File: src/rtl/byte_en_dff_reg_if.sv
// Write-data/enable bus and registered read-back for one bit-enabled storage register.
// The master drives data and enables; the slave returns the stored contents.
interface byte_en_dff_reg_if #(
    parameter int WIDTH = 8
);
    logic [WIDTH-1:0] i_data;
    logic [WIDTH-1:0] i_en;
    logic [WIDTH-1:0] o_data;

    modport master (
        output i_data,
        output i_en,
        input  o_data
    );

    modport slave (
        input  i_data,
        input  i_en,
        output o_data
    );
endinterface

File: src/rtl/byte_en_dff_reg.sv
// Purpose: WIDTH-bit storage register with an independent write enable per bit.
// Latency: one clock from i_data/i_en to o_data; o_data is driven straight from the flops.
// Backpressure: none; a write is accepted on every rising edge with i_rst_n low.
module byte_en_dff_reg #(
    parameter int               WIDTH   = 8,
    parameter logic [WIDTH-1:0] RST_VAL = '0
) (
    input  logic                   i_clk,
    // Active-high despite the legacy name: 1 holds the register at RST_VAL.
    input  logic                   i_rst_n,
    byte_en_dff_reg_if.slave       bus
);

    logic [WIDTH-1:0] data_q;

    // Each bit gets its own flop and hold mux, so mixed enables touch only the enabled bits.
    for (genvar k = 0; k < WIDTH; k++) begin : g_bit
        logic bit_d;
        logic bit_q;

        always_comb begin
            bit_d = bit_q;
            if (bus.i_en[k]) begin
                bit_d = bus.i_data[k];
            end
        end

        always_ff @(posedge i_clk or posedge i_rst_n) begin
            if (i_rst_n) begin
                bit_q <= RST_VAL[k];
            end else begin
                bit_q <= bit_d;
            end
        end

        assign data_q[k] = bit_q;
    end

    assign bus.o_data = data_q;

endmodule

File: src/flat_wrapper.sv
// flat-port wrapper written by rule: the top's interface ports become plain ports
module byte_en_dff_reg_flat 
#(
    parameter int               WIDTH   = 8,
    parameter logic [WIDTH-1:0] RST_VAL = '0
)
  (i_clk, i_rst_n, bus_i_data, bus_i_en, bus_o_data);
  byte_en_dff_reg_if #(.WIDTH(WIDTH)) bus_i ();
  input  logic i_clk;
  input  logic i_rst_n;
  input wire logic [$bits(bus_i.i_data)-1:0] bus_i_data;
  input wire logic [$bits(bus_i.i_en)-1:0] bus_i_en;
  output wire logic [$bits(bus_i.o_data)-1:0] bus_o_data;
  assign bus_i.i_data = bus_i_data;
  assign bus_i.i_en = bus_i_en;
  assign bus_o_data = bus_i.o_data;
  byte_en_dff_reg #(.WIDTH(WIDTH), .RST_VAL(RST_VAL)) u_core (.i_clk(i_clk), .i_rst_n(i_rst_n), .bus(bus_i));
endmodule
File: config.mk
export PLATFORM = sky130hd
export DESIGN_NAME = byte_en_dff_reg_flat
export DESIGN_NICKNAME = d
export VERILOG_FILES = /design/src/rtl/byte_en_dff_reg_if.sv /design/src/rtl/byte_en_dff_reg.sv /design/src/flat_wrapper.sv
export SDC_FILE = /design/constraint.sdc
export NUM_CORES = 1
export LEC_CHECK = 0
export ABC_AREA = 1
export ABC_CLOCK_PERIOD_IN_PS = 1300
export CORE_AREA = 2 2 39 41
export DETAILED_ROUTE_END_ITERATION = 10
export DIE_AREA = 0 0 41 43
export PLACE_DENSITY = 0.65
export SLEW_MARGIN = 15
export SYNTH_ARGS = -nofsm -noshare
export SYNTH_HDL_FRONTEND = slang
export SYNTH_SLANG_ARGS = --single-unit
File: constraint.sdc
create_clock -name i_clk -period 1.3 [get_ports i_clk]
set_input_delay 0.26 -clock i_clk [delete_from_list [all_inputs] [get_ports i_clk]]
set_output_delay 0.26 -clock i_clk [all_outputs]
set_load 0.005 [all_outputs]
==> results.toml, run 1 <==
[detailed_routing]
wl_um = 653
drt_iter0_drc = 7
viasPerCell = 3.84
dr.pass1.iters = 4
vias = 326
ant_nets = 0
routedWlPerCell_um = 7.68
drc = 0

[floorplan]
die_h_um = 43
start_util_pct = 27.8
die_area_um2 = 1760
core_um2 = 1380
fp-row-count = 14
ios = 26
die_x_um = 41

[pwr]
switchingPower_w = 0.000126
peakVddDrop_v = 0.000505
leakage_nw = 0.342
internal-power_w = 0.000453
power_density_nw_per_um2 = 955
clkPwrFrac_pct = 31.7
seqPwrFrac_pct = 48.6
p_total_w = 0.000579
swShare_pct = 21.8
power.share.combinational_pct = 19.8

[sta]
max_freq_mhz = 874
hold_violations = 0
rsz0062_at_grt = "false"
skew_ns = 0
finalSetupTns_ns = 0
final-setup-viol-count = 0
fin_crit_sh_pct = 88.0
slew_viol_final = 0
min_period_ns = 1.14
worstMarginPinSlew_ns = 0.298
maxSlewHeadroom_pct = 80.1
worst_slack_ns = 0.155

[cells_and_area]
utilization_pct = 43.9
diodes = 0
reg_top3 = "u_core.g_bit.bit_q x8"
layout_commonest_cell = "nand2_1"
largest_register_ffs = 8
drive_above_1_share_pct = 4.35
nFillCells = 152
instances_no_fill = 85
regMostFlops = "u_core.g_bit.bit_q"
mostFrequentLayoutCells = "nand2_1 (24), clkdlybuf4s50_1 (17), inv_1 (9), dlygate4sd2_1 (8), dfrtp_1 (8)"
area_growth_pct = 58.0
nets = 89

[grt]
grt_pass1_wl_um = 1120
antenna_found_initial = 0
grt_pass1_vias = 311
grt_util_met3_pct = 3.14
met2_usage_pct = 13.1
grt.busiest_layer = "met2"
grt_overflow = 0
grt_use_met1_pct = 11.6
grt_max_degree = 9
grtUsageTotal_pct = 9.62

[logic_synthesis]
synthCells = 49
synth_cell_types = 4
synthesis.nets = 67
syn_area_um2 = 384
ys_warn_count = 0
yosysSeqAreaShare_pct = 52.1
ys_ff_latch = 8
syn_avg_cell_area_um2 = 7.84

[clock_network]
cts_htree_levels = 1
clkSinkCount = 8
numCtsBuffers = 3
root_buffer = "clkbuf_4"
tritoncts = "done"
cts_hold_buffers = 0
clk_pin_slew_ns = 0.05
clk_path_buf_depth = 2
clock_latency_ns = 0.25

[placed_design]
dp_slack_ns = 0.207
portBuffers = 25
dp_cells = 82
dp_hpwl_um = 553
gp_congestion = 0.526

[critical_path]
critPathSlowestCell = "dfrtp_1"
slowest_delay_ns = 0.38
cp.required_ns = 1.04
path_cells = "dlygate4sd2_1"
critical_path.max_fanout = 2
critPathTopFamily = "flip-flops"
cp.arrival_ns = 0.88
worst-setup-path-type = "flop to output port"
end_kind = "output port"
cp_num_buf_inv = 1
worst_setup_path_start_kind = "flop"

[run_status]
status = "complete, no violations"

[run]
maxCapViolations = 0

[hold_path]
hold_path_class = "input pin to asynchronous set/reset pin"
==> power groups by stage <==
stage	Clock, W	Combinational [W]	Sequential, W
final	0.000183	0.000115	0.000281
after global routing	0.000207	0.000130	0.000284
after CTS	0.000192	0.000117	0.000281
after detailed placement	0	0.000132	0.000286
after global placement	0	0.000131	0.000285
after floorplan	0	0.0000617	0.000284
==> cell type report <==
class                      count  area (µm²)  area share (%)
tap                           16        20.0            3.30
inverter                       9        33.8            5.57
clock buffer                   3        22.5            3.71
multi-input combinational     24        90.1            14.8
sequential                     8         200            33.0
timing repair buffer          25         240            39.6
==> final timing paths <==
kind | depth (start not counted) | endpoint | slack [ns] | start
max | 1 | bus_o_data[4] | 0.16 | u_core.g_bit[4].bit_q
min | 2 | u_core.g_bit[3].bit_q | 0.25 | i_rst_n
max reg2reg | 2 | u_core.g_bit[4].bit_q | 0.71 | u_core.g_bit[4].bit_q
min reg2reg | 2 | u_core.g_bit[7].bit_q | 0.46 | u_core.g_bit[7].bit_q
max in group asynchronous | 2 | u_core.g_bit[2].bit_q | 0.82 | i_rst_n
min in group i_clk | 2 | u_core.g_bit[7].bit_q | 0.46 | u_core.g_bit[7].bit_q
==> worst register-to-register path, delay by kind of cell, from the launching register on <==
family	cells	cell delay, ns
flip-flops	1	0.38
AND/OR/NAND/NOR	2	0.11
==> per-layer routing <==
metal	part of all wire (%)	routed length, µm
met5	0	0
met4	1.7	11
met3	10	67
met2	47	304
met1	41	269
==> kinds of logic after synthesis <==
logic type	after synthesis	share of synthesized area, %
buffers and inverters	17	24.4
and+or+nand+nor	24	23.5
DFF	8	52.1
==> cells in the mapped netlist <==
| cell type | instances | area (µm²) |
|---|---|---|
| dfrtp_1 | 8 | 200 |
| nand2_1 | 24 | 90.1 |
| buf_4 | 8 | 60.1 |
| inv_1 | 9 | 33.8 |
==> timing repair <==
action                     in CTS  in global routing
setup endpoints to repair       8                  0
resized for setup               8                  0
setup buffers                   0                  0
==> stage by stage <==
step           area, µm²  hold slack, ns
2_1_floorplan        384          0.0757
3_3_place_gp         594           0.454
3_5_place_dp         594           0.459
4_1_cts              607           0.264
5_1_grt              607           0.281
6_report             607           0.253
Power figures use the tool's default switching activity.
==> inputs of run 2 (changes only) <==
--- a/config.mk
+++ b/config.mk
@@ -7,11 +7,11 @@
 export LEC_CHECK = 0
 export ABC_AREA = 1
 export ABC_CLOCK_PERIOD_IN_PS = 1300
+export CAP_MARGIN = 10
 export CORE_AREA = 2 2 39 41
 export DETAILED_ROUTE_END_ITERATION = 10
 export DIE_AREA = 0 0 41 43
 export PLACE_DENSITY = 0.65
-export SLEW_MARGIN = 15
 export SYNTH_ARGS = -nofsm -noshare
 export SYNTH_HDL_FRONTEND = slang
 export SYNTH_SLANG_ARGS = --single-unit
==> results of run 2 <==
Final layout, timing and power as in run 1 (identical DEF).
